<file path="config.mk">
export PLATFORM = sky130hd
export DESIGN_NAME = dmem_arbiter
export DESIGN_NICKNAME = d
export VERILOG_FILES = /design/src/rtl/dmem_pkg.sv /design/src/rtl/dmem_arbiter_rr_pick.sv /design/src/rtl/dmem_arbiter.sv
export SDC_FILE = /design/constraint.sdc
export NUM_CORES = 1
export LEC_CHECK = 0
export CORE_ASPECT_RATIO = 2
export CORE_UTILIZATION = 34
export CTS_BUF_LIST = sky130_fd_sc_hd__clkbuf_8
export CTS_CLUSTER_SIZE = 8
export DETAILED_ROUTE_END_ITERATION = 8
export GPL_TIMING_DRIVEN = 0
export PLACE_DENSITY = 0.91
export SYNTH_ARGS = -nofsm -noshare
export SYNTH_HDL_FRONTEND = slang
export SYNTH_SLANG_ARGS = --single-unit
</file>
<file path="constraint.sdc">
create_clock -name clk -period 3.05 [get_ports clk]
set_input_delay 0.4575 -clock clk [delete_from_list [all_inputs] [get_ports clk]]
set_output_delay 0.4575 -clock clk [all_outputs]
set_load 0.005 [all_outputs]
</file>
<file path="src/rtl/dmem_pkg.sv">
// Shared definitions for the data-memory subsystem: geometry, arbiter states, requester ids.
package dmem_pkg;

  localparam int unsigned DMEM_ADDR_W = 10;
  localparam int unsigned DMEM_DATA_W = 18;

  localparam int unsigned REQ_CPU    = 0;
  localparam int unsigned REQ_LOADER = 1;

  typedef enum logic {
    ARB_IDLE,
    ARB_OWNED
  } arb_state_e;

endpackage

</file>
<file path="src/rtl/dmem_arbiter_rr_pick.sv">
// Combinational round-robin selector: first unmasked request at or after start, with wrap.
module rr_pick #(
  parameter int unsigned N     = 2,
  parameter int unsigned IDX_W = 1
) (
  input  logic [N-1:0]     req,
  input  logic [IDX_W-1:0] start,
  input  logic [N-1:0]     skip,
  output logic [N-1:0]     onehot,
  output logic [IDX_W-1:0] idx,
  output logic             valid
);

  always_comb begin
    onehot = '0;
    idx    = '0;
    valid  = 1'b0;
    for (int unsigned k = 0; k < N; k++) begin
      int unsigned      j;
      logic [IDX_W-1:0] jj;
      j = 32'(start) + k;
      if (j >= N) j = j - N;
      jj = IDX_W'(j);
      if (!valid && req[jj] && !skip[jj]) begin
        valid      = 1'b1;
        onehot[jj] = 1'b1;
        idx        = jj;
      end
    end
  end

endmodule

</file>
<file path="src/rtl/dmem_arbiter.sv">
// Round-robin arbiter for the shared single-port data memory, with bounded locked bursts.
module dmem_arbiter
  import dmem_pkg::*;
#(
  parameter int unsigned N_REQ     = 2,
  parameter int unsigned ADDR_W    = DMEM_ADDR_W,
  parameter int unsigned DATA_W    = DMEM_DATA_W,
  parameter int unsigned MAX_BURST = 8
) (
  input  logic                     clk,
  input  logic                     reset,
  input  logic [N_REQ-1:0]         req,
  input  logic [N_REQ-1:0]         we,
  input  logic [N_REQ-1:0]         lock,
  input  logic [N_REQ*ADDR_W-1:0]  addr,
  input  logic [N_REQ*DATA_W-1:0]  wdata,
  output logic [N_REQ-1:0]         gnt,
  output logic [N_REQ-1:0]         rvalid,
  output logic [DATA_W-1:0]        rdata,
  output logic                     mem_write_en,
  output logic                     mem_read_en,
  output logic [ADDR_W-1:0]        mem_address,
  output logic [DATA_W-1:0]        mem_in_data,
  input  logic [DATA_W-1:0]        mem_out_data,
  output logic                     busy
);

  localparam int unsigned IDX_W  = (N_REQ > 1) ? $clog2(N_REQ) : 1;
  localparam int unsigned BCNT_W = $clog2(MAX_BURST + 1);
  localparam logic [BCNT_W-1:0] BCNT_MAX = BCNT_W'(MAX_BURST);

  function automatic logic [IDX_W-1:0] next_idx(input logic [IDX_W-1:0] i);
    if (32'(i) >= N_REQ - 1) return '0;
    return i + 1'b1;
  endfunction

  arb_state_e         state_q;
  logic [IDX_W-1:0]   own_q;
  logic [IDX_W-1:0]   ptr_q;
  logic [BCNT_W-1:0]  bcnt_q;
  logic [N_REQ-1:0]   rvalid_q;

  logic [N_REQ-1:0]   owner_mask;
  logic               others_req;
  logic               force_rel;
  logic               keep;
  logic [IDX_W-1:0]   pick_start;
  logic [N_REQ-1:0]   pick_skip;
  logic [N_REQ-1:0]   pick_onehot;
  logic [IDX_W-1:0]   pick_idx;
  logic               pick_valid;
  logic [N_REQ-1:0]   win_onehot;
  logic [IDX_W-1:0]   win_idx;
  logic               win_valid;

  always_comb begin
    owner_mask = N_REQ'(1) << own_q;
    others_req = |(req & ~owner_mask);
    force_rel  = (state_q == ARB_OWNED) && (bcnt_q == BCNT_MAX) && others_req;
    keep       = (state_q == ARB_OWNED) && req[own_q] && lock[own_q] && !force_rel;
    // A forced release restarts the search just past the owner and hides it.
    pick_start = force_rel ? next_idx(own_q) : ptr_q;
    pick_skip  = force_rel ? owner_mask : '0;
  end

  rr_pick #(
    .N     (N_REQ),
    .IDX_W (IDX_W)
  ) u_rr_pick (
    .req    (req),
    .start  (pick_start),
    .skip   (pick_skip),
    .onehot (pick_onehot),
    .idx    (pick_idx),
    .valid  (pick_valid)
  );

  always_comb begin
    win_onehot = keep ? owner_mask : pick_onehot;
    win_idx    = keep ? own_q : pick_idx;
    win_valid  = !reset && (keep || pick_valid);

    gnt          = win_valid ? win_onehot : '0;
    mem_write_en = win_valid && we[win_idx];
    mem_read_en  = win_valid && !we[win_idx];
    mem_address  = win_valid ? addr[win_idx*ADDR_W +: ADDR_W] : '0;
    mem_in_data  = win_valid ? wdata[win_idx*DATA_W +: DATA_W] : '0;

    // Gating with reset drops a read return that lands in the reset cycle.
    rvalid = reset ? '0 : rvalid_q;
    rdata  = (!reset && |rvalid_q) ? mem_out_data : '0;
    busy   = |gnt || |rvalid;
  end

  always_ff @(posedge clk) begin
    if (reset) begin
      state_q  <= ARB_IDLE;
      own_q    <= '0;
      ptr_q    <= '0;
      bcnt_q   <= '0;
      rvalid_q <= '0;
    end else begin
      rvalid_q <= gnt & ~we;
      if (keep) begin
        if (bcnt_q != BCNT_MAX) bcnt_q <= bcnt_q + 1'b1;
      end else if (pick_valid) begin
        if (lock[pick_idx]) begin
          state_q <= ARB_OWNED;
          own_q   <= pick_idx;
          bcnt_q  <= BCNT_W'(1);
        end else begin
          state_q <= ARB_IDLE;
          ptr_q   <= next_idx(pick_idx);
          bcnt_q  <= '0;
        end
      end else begin
        state_q <= ARB_IDLE;
      end
    end
  end

endmodule

</file>
======== Word-level counts from Yosys, hierarchy flattened ========
Index checks and enable logic that the tools add are counted.
word-level totals
  register bits after elaboration ......... 9
  bits of input ports ..................... 82
  output and inout port bits .............. 53
  logic and storage cells ................. 120
cells by class
  add/subtract/negate cells ............... 6
  $mul .................................... 2
  $lt $le $gt $ge ......................... 11
  equality and inequality tests ........... 3
  shifts and indexed selects .............. 3
  multiplexer cells ....................... 53
  bitwise logic cells ..................... 7
  reductions and logical operators ........ 30
operators with widths
  kind                                                  number
  two-way mux 1 bit                                     39
  two-way mux 18 bit                                    2
  variable part select 36 x 7 -> 18 bit                 1
  variable part select 20 x 6 -> 10 bit                 1
  logical AND 1 bit                                     14
  two-way mux 2 bit                                     6
  two-way mux 4 bit                                     3
  < comparator 1 x 2 -> 1 bit (second input constant)   5
  two-way mux 10 bit                                    1
  OR reduction 2 bit                                    4
  logical NOT 1 bit                                     6
  AND reduction 3 bit                                   2
  multiplier 1 x 4 -> 5 bit (second input constant)     1
  adder 4 x 1 -> 4 bit (second input constant)          1
  bitwise AND 2 bit                                     2
  == test 4 bit (second input constant)                 1
  >= comparator 1 bit (second input constant)           4
  multiplier 1 x 3 -> 4 bit (second input constant)     1
  != test 4 bit (second input constant)                 1
  NOT 2 bit                                             2
  adder 1 bit (second input constant)                   2
  adder 1 x 1 -> 2 bit (second input constant)          1
  demux 1 bit (select 1 bit)                            2
  >= comparator 1 x 2 -> 1 bit (second input constant)  1
  other kinds (9)                                       12

======== Longest topological paths before layout ========
  depth in word-level cells ............... 24
  gate-level depth with buffers ........... 10
  mapped depth without buffers ............ 7

======== Cells and area by module ========
A second synthesis with hierarchy kept.
second synthesis, totals
  cell total of the unflattened synthesis .. 219
  area, all modules ....................... 1752.9 µm²
modules (own cells, without submodules)
  module        times used  cells each  area an instance (µm²)  sequential area each (µm²)
  dmem_arbiter  1           212         1709.1                  180.2
  rr_pick       1           7           43.8                    0.0

======== Least setup slack after synthesis ========
Ideal clock, no wire load.
  path type ............................... flip-flop to output port
  start point ............................. register bcnt_q[0]
  end point ............................... output port mem_address[8]
  arrival ................................. 1727 ps
  data required time ...................... 2592 ps
  path slack .............................. 865 ps
  stages on the path, launching flop included .. 11
  path buffers ............................ 3
  cells stage by stage .................... dfxtp_1 -> inv_1 -> ha_1 -> and3b_1 -> buf_2 -> a21oi_4 -> o311ai_2 -> buf_4 -> buf_6 -> o21ai_2 -> a21oi_1
on the way
  longest elaborated chain between the ends .. 19
  elaborated cells between the ends (all ways) .. 38
  classes of those cells .................. add/sub (3); mul (1); order compare (2); eq/ne (1); shift (1); mux (18); reduce/logical (12)
ends and longest elaborated chain
  item                                                              line                        source
  start, declared                                                   dmem_arbiter.sv:40          logic [BCNT_W-1:0] bcnt_q;
  start signal, assigned                                            dmem_arbiter.sv:105         if (bcnt_q != BCNT_MAX) bcnt_q <= bcnt_q + 1'b1;
  == test 4 bit (*)                                                 dmem_arbiter.sv:59          force_rel = (state_q == ARB_OWNED) && (bcnt_q == BCNT_MAX) && others_req;
  logical AND 1 bit (*) (2 in series)                               dmem_arbiter.sv:59
  two-way mux 1 bit                                                 dmem_arbiter.sv:62          pick_start = force_rel ? next_idx(own_q) : ptr_q;
  >= comparator 1 x 2 -> 1 bit or subtractor 1 bit (tied branches)  dmem_arbiter_rr_pick.sv:22  if (j >= N) j = j - N;
  two-way mux 1 bit                                                 dmem_arbiter_rr_pick.sv:22
  two-way mux 1 bit (implied by the code) (2 in series)             dmem_arbiter_rr_pick.sv:24  if (!valid && req[jj] && !skip[jj]) begin
  logical NOT 1 bit                                                 dmem_arbiter_rr_pick.sv:24
  logical AND 1 bit                                                 dmem_arbiter_rr_pick.sv:24
  two-way mux 1 bit                                                 dmem_arbiter_rr_pick.sv:24
  logical NOT 1 bit                                                 dmem_arbiter_rr_pick.sv:24
  logical AND 1 bit (2 in series)                                   dmem_arbiter_rr_pick.sv:24
  two-way mux 1 bit                                                 dmem_arbiter_rr_pick.sv:24
  two-way mux 1 bit                                                 dmem_arbiter.sv:80          win_idx = keep ? own_q : pick_idx;
  multiplier 1 x 3 -> 4 bit                                         dmem_arbiter.sv:86          mem_address = win_valid ? addr[win_idx*ADDR_W +: ADDR_W] : '0;
  variable part select 20 x 6 -> 10 bit                             dmem_arbiter.sv:86
  two-way mux 10 bit (*)                                            dmem_arbiter.sv:86
  end, declared                                                     dmem_arbiter.sv:22          output logic [ADDR_W-1:0] mem_address,
Mark *: on every way between the ends. The rest lies on a longest branch, timed or not. The select of a mux whose other input is x is not followed.

======== Worst setup path in the final report ========
  start point ............................. register bcnt_q[0]
  end point ............................... output port mem_in_data[5]
on the way
  longest elaborated chain between the ends .. 19
  elaborated cells between the ends (all ways) .. 38
  classes of those cells .................. add/sub (3); mul (1); order compare (2); eq/ne (1); shift (1); mux (18); reduce/logical (12)
ends and longest elaborated chain
  item                                                              line                        source
  == test 4 bit (*)                                                 dmem_arbiter.sv:59
  logical AND 1 bit (*) (2 in series)                               dmem_arbiter.sv:59
  two-way mux 1 bit                                                 dmem_arbiter.sv:62
  >= comparator 1 x 2 -> 1 bit or subtractor 1 bit (tied branches)  dmem_arbiter_rr_pick.sv:22
  two-way mux 1 bit                                                 dmem_arbiter_rr_pick.sv:22
  two-way mux 1 bit (implied by the code) (2 in series)             dmem_arbiter_rr_pick.sv:24
  logical NOT 1 bit                                                 dmem_arbiter_rr_pick.sv:24
  logical AND 1 bit                                                 dmem_arbiter_rr_pick.sv:24
  two-way mux 1 bit                                                 dmem_arbiter_rr_pick.sv:24
  logical NOT 1 bit                                                 dmem_arbiter_rr_pick.sv:24
  logical AND 1 bit (2 in series)                                   dmem_arbiter_rr_pick.sv:24
  two-way mux 1 bit                                                 dmem_arbiter_rr_pick.sv:24
  two-way mux 1 bit                                                 dmem_arbiter.sv:80
  multiplier 1 x 4 -> 5 bit                                         dmem_arbiter.sv:87          mem_in_data = win_valid ? wdata[win_idx*DATA_W +: DATA_W] : '0;
  variable part select 36 x 7 -> 18 bit                             dmem_arbiter.sv:87
  two-way mux 18 bit (*)                                            dmem_arbiter.sv:87
  end, declared                                                     dmem_arbiter.sv:23          output logic [DATA_W-1:0] mem_in_data,
Marks and branches as above.

==> results.toml <==
[yosys]
synth-compound-area-share = 0.353
synth_mux_area_frac = 0.0151
async_flop_share = 0
synth_edf_count = 0
synthSimpleGateAreaFrac = 0.377
netlist_instances = 211
ys_warn_count = 0
synth_top_family_by_area = "simple AND/OR/NAND/NOR gates"
ys_types = 42
synth_area_per_cell_um2 = 6.68
synth_ff_type = "dfxtp_1"
synthTopCellsByCount = "a21oi_1, nand3_1, nor2b_1, o21ai_1, clkbuf_1"
synth_area_um2 = 1410
synth.top_cell.area_share = 0.135
synth_seq_cells = 9
yosys.area_share.adder = 0.0178
synthXorXnorAreaFrac = 0.0124
synth.most_common_cell = "a21oi_1"
ys_top_cells_by_area = "a21oi_1, dfxtp_1, nand3_1"
syn_nets = 295
synth_top_area_cell = "a21oi_1"
seq_area_frac_synth = 0.128

[flow_run]
maxCapViolCount = 0

[critical_path]
worstPathRequired_ns = 2.59
reg2reg_slack_ns = 0.81
crit_slowest_cell = "clkdlybuf4s50_1"
slowest_delay_ns = 0.54
crit_chain = "inv_2, ha_2, and3b_1, buf_4, a21oi_4, o311ai_2, buf_4, buf_12, o21ai_2, a21oi_1, clkdlybuf4s50_1"
critPathTopFamily = "buffers and inverters"
cp-end-kind = "output port"
cp.arrival_ns = 2.51
r2r_cells = 11
worst_path_most_repeated_cell = "buf_4"
r2r_end = "ptr_q"
crit_buf_inv = 5
worstPathMaxFanout = 10
setup.worst_path.class = "register to output port"
reg2reg_from = "bcnt_q[0]"
startpoint_type = "register"

[routing]
num_vias = 2124
drtAntennaViolNets = 0
drc = 0
viasPerCell = 5.26
drt_iter0_markers = 56
drt_wl_total_um = 6200
avgRoutedWirePerCell_um = 15.3
drt_pass1_iterations = 4

[cts]
cts_tree = "built"
clock_path_buffers = 2
cts_root_buffer = "clkbuf_8"
clkSlewWorstSetupHoldPaths_ns = 0.05
cts_max_level = 1
insertion_delay_ns = 0.23
cts_sinks = 9
cts_buffers = 3

[global_routing]
grt_pass1_vias = 2017
grt_pass1_wl_um = 9160
overflow = 0
globalRouteTotalUtil = 0.271
antenna_found_initial = 0
grt_max_degree = 11

[power_and_ir_drop]
vdd_drop_max_v = 0.000150
power_density_nw_per_um2 = 207
p_sw_uw = 189
p_leak_uw = 0.00127
power_switching_share = 0.309
p_int_uw = 422
p_clk_frac = 0.221
p_seq_frac = 0.213
power_frac_comb = 0.566

[cells_and_area]
multi_input_area_um2 = 1110
drive_above_1_share = 0.147
diodes = 0
fill_cells = 329
nets = 438
areaGrowthSynthToFinish_pct = 110
seq_area_um2 = 183

[placed_design]
dp_hpwl_um = 4750
place_ws_ns = -0.239
port_buffers = 132
gp_congestion = 0.928

[floorplanning]
rows = 32
core_area_um2 = 3920
dieArea_um2 = 4420
io_pins = 135
initial_core_util = 0.359
die_h_um = 93.0
chipWidth_um = 47.5

[sta]
relSlewSlack = 0.622
finalSetupViolations = 0
period_share = 0.972
maxSlewViolCount = 0
fin_skew_ns = 0.00253
hold_viol = 0
finalWorstSetupSlack_ns = 0.0858
fmax_mhz = 337
fin_crit_ns = 2.96
tns_ns = 0
worst_slew_pin_slew_ns = 0.565

[min_path]
min-delay-start = "reset"
hp-class = "input pin to register"
hold_end = "own_q"
min_delay_path_depth = 2

[run_status]
outcome = "finished, final reports clean"
[area by class of cell]
type / instances / share of cell area
tap: 51 / 0.0216
timing repair buffer: 138 / 0.470
buffer: 23 / 0.0521
inverter: 4 / 0.00508
clock inverter: 1 / 0.00127
sequential: 9 / 0.0618
multi-input combinational: 175 / 0.374
clock buffer: 3 / 0.0140
[cells in the final DEF (no fill, tap or decap), types with 3 or more instances in the layout]
cell type        Yosys  layout
buf_2                6       4
inv_1                4       4
dlygate4sd2_1        0       7
dlymetal6s2s_1       0      12
clkdlybuf4s50_1      0     113
nand3_1             31      31
nor3_1               4       4
nor3_2               3       3
dfxtp_1              9       7
nand2_1              7       7
clkbuf_1            11       7
nor2b_1             20      20
o21ai_1             19      19
buf_4                5      12
a21oi_1             38      38
o21ai_2             10      10
clkbuf_8             0       3
nor2_1               7       7
[worst register-to-register path: stages (launching register included)]
cell,delay (ns)
dfxtp_2,0.33
inv_2,0.07
ha_2,0.19
and3b_1,0.16
buf_4,0.15
a21oi_4,0.05
buf_4,0.14
buf_4,0.13
buf_4,0.15
nor3_2,0.33
a21oi_1,0.13
a2111oi_1,0.30
[power by group through the flow]
stage	combinational (uW)	sequential, uW	clock (uW)
6_report	345	130	135
5_1_grt	373	130	145
2_1_floorplan	135	130	0
3_5_place_dp	337	131	0
3_3_place_gp	332	131	0
4_1_cts	344	129	135
[routing by layer]
metal  wire [um]  part of all wire  GRT usage
met5           0                 0          0
met4         161             0.026     0.0738
met3         235             0.038     0.0251
met2        3390              0.55      0.478
met1        2410              0.39      0.325
[sequential cells by signal, summed over array words and instances, names as in the netlist]
signal / count
state_q: 1
bcnt_q: 4
rvalid_q: 2
ptr_q: 1
own_q: 1
[logic make-up after synthesis]
| group | after synthesis |
|---|---|
| XOR/XNOR | 2 |
| buffers and inverters | 27 |
| multiplexers | 2 |
| flip-flops | 9 |
| AND/OR/NAND/NOR | 89 |
| adder cells (fa/ha/maj) | 2 |
| AO/OA/AOI/OAI | 80 |
[through the flow]
| stage | utilization | instance area [um2] | hold slack, ns | power, uW | cells |
|---|---|---|---|---|---|
| after floorplan | - | 1410 | 0.505 | 264 | 211 |
| after global placement | 0.712 | 2790 | 0.530 | 463 | 394 |
| after detailed placement | 0.712 | 2790 | 0.541 | 469 | 394 |
| after CTS | 0.739 | 2900 | 0.536 | 608 | 402 |
| after global routing | 0.753 | 2950 | 0.566 | 648 | 404 |
| final | 0.753 | 2950 | 0.536 | 611 | 404 |
[worst max path at each step]
| stage | startpoint | to | depth (start not counted) |
|---|---|---|---|
| 3_3_place_gp | req[1] | mem_in_data[16] | 8 |
| 6_report | bcnt_q[0] | mem_in_data[5] | 11 |
| 3_5_place_dp | req[1] | mem_address[9] | 8 |
| 5_1_grt | bcnt_q[0] | mem_in_data[2] | 11 |
| 2_1_floorplan | bcnt_q[0] | mem_address[8] | 10 |
| 4_1_cts | bcnt_q[0] | mem_address[9] | 11 |
[repair_timing]
item	in CTS	in global routing
hold buffers	0	0
pin swaps	1	1
buffers inserted	4	2
resized for setup	20	18
setup endpoints to repair	32	27
(Power assumes the default switching activity.)
==> RTL change, RTL diff (same flow settings) <==
Set the package constant `DMEM_ADDR_W` to 9 (it was 10).
--- a/src/rtl/dmem_pkg.sv
+++ b/src/rtl/dmem_pkg.sv
@@ -1,7 +1,7 @@
 // Shared definitions for the data-memory subsystem: geometry, arbiter states, requester ids.
 package dmem_pkg;
 
-  localparam int unsigned DMEM_ADDR_W = 10;
+  localparam int unsigned DMEM_ADDR_W = 9;
   localparam int unsigned DMEM_DATA_W = 18;
 
   localparam int unsigned REQ_CPU    = 0;
Ports: changed (resized addr and mem_address); port bits go from 135 to 132. The function was not compared with the original's and may differ.
==> RTL change against the unedited design <==
Total power decreased by 1.5%. Final area shrank 1.5%. Combinational power fell by 2%. Setup slack lost 0.0044 ns. Sequential cell count unchanged. Routed wire length shrank 5.8%. Area after synthesis fell by 5.7%. Critical path type unchanged.
==> RTL change: results (changes against the unedited design) <==
run_status:
  status: "complete, no violations"
logic_synthesis:
  syn_nets: 288  # -2.4%
  ys_types: 43  # +2.4%
  synth_area_leaders: "a21oi_1, dfxtp_1, nand3_1"
  yosys-top-cells-count: "a21oi_1, nand3_1, nor2b_1, o21ai_1, o21ai_0"
  synth_seq_area_share: 0.136  # +0.00771
final_layout:
  num-multi-input-gates: 172  # -1.7%
  final-clk-cell-share: 0.0155  # +0.000229
  drive_gt1_frac: 0.130  # -0.0176
  num-fill-cells: 277  # -16%
  nets: 430  # -1.8%
  multi_input_area_share: 0.370  # -0.00426
  seq_cells: 9  # unchanged
  buffers_excl_clock: 158  # -1.9%
  layout.nonclk_buf_frac: 0.525  # +0.00355
sta:
  worst_pin_slew_ns: 0.595  # +0.0300 ns
  finClkSkew_ns: 0.00511  # +0.00258 ns
pwr:
  leakage_nw: 1.25  # -1.5%
  peakVddDrop_mv: 0.152  # +1.5%
  p_sw_uw: 181  # -4.1%
  seqPwrFrac: 0.217  # +0.004
cts:
  clock_path_buffers: 2  # unchanged
global_routing:
  grt_pass1_wl_um: 8570  # -6.5%
  grt_pass1_vias: 1884  # -6.6%
  grt_use_total: 0.265  # -0.00552
drt:
  drtPass1Iterations: 5  # +1
  vias: 2120  # -0.19%
  drt-initial-drc-count: 64  # +14%
  wl_per_cell_um: 14.8  # -3.9%
placement:
  gp_congestion: 0.976  # +5.1%
  port_buffers: 128  # -3.0%
  place_hpwl_um: 4320  # -9.1%
min_path:
  hp-start: "bcnt_q[1]$_SDFFE_PP0P_"
  hp-class: "reg -> reg"
[RTL change: changes by cell type after synthesis, moves of 2 or more]
cell / change
clkbuf_1: -2
o21ai_2: -10
o21ai_0: +9
buf_4: -3
clkbuf_2: +2
[RTL change: final timing paths]
kind	to	slack [ns]	cells past startpoint
hold / removal	bcnt_q[1]$_SDFFE_PP0P_	0.55	2
setup / recovery	mem_address[1]	0.08	10
hold reg to reg	bcnt_q[1]$_SDFFE_PP0P_	0.55	2
setup reg to reg	ptr_q$_SDFFE_PP0P_	1.02	9
[RTL change: cell families after synthesis]
logic type,count (synthesis),synth area share
simple gates,88,0.385
buf+inv,25,0.0894
compound gates,78,0.342
flops,9,0.136
fa+ha+maj,2,0.0188
xor+xnor,2,0.0132
mux,2,0.0160
[RTL change: through the flow]
step | area [um2] | std cells | power, mW | worst slack (ns) | hold WS (ns)
3_3_place_gp | 2670 | 383 | 0.442 | -0.235 | 0.547
6_report | 2910 | 396 | 0.601 | 0.0814 | 0.548
4_1_cts | 2820 | 394 | 0.597 | 0.00629 | 0.573
5_1_grt | 2910 | 396 | 0.635 | -0.0551 | 0.594
3_5_place_dp | 2670 | 383 | 0.446 | -0.243 | 0.551
2_1_floorplan | 1330 | 206 | 0.254 | 0.831 | 0.498
[RTL change: worst min-delay path: stages, from the launching register on]
cell and delay, ns:
dfxtp_2 0.34, a22oi_1 0.09, nor2_1 0.08
[RTL change: what timing repair did]
| action | in CTS | in global routing |
|---|---|---|
| pin swaps | 4 | 7 |
| setup buffers | 6 | 2 |
| setup endpoints to repair | 31 | 31 |
| resized for setup | 15 | 29 |
| cloned | 1 | 0 |
[RTL change: layer usage]
layer	part of all wire	global-route usage	wire (um)
met2	0.57	0.469	3350
met1	0.37	0.304	2140
met5	0	0	0
met3	0.047	0.0520	273
met4	0.014	0.0662	82
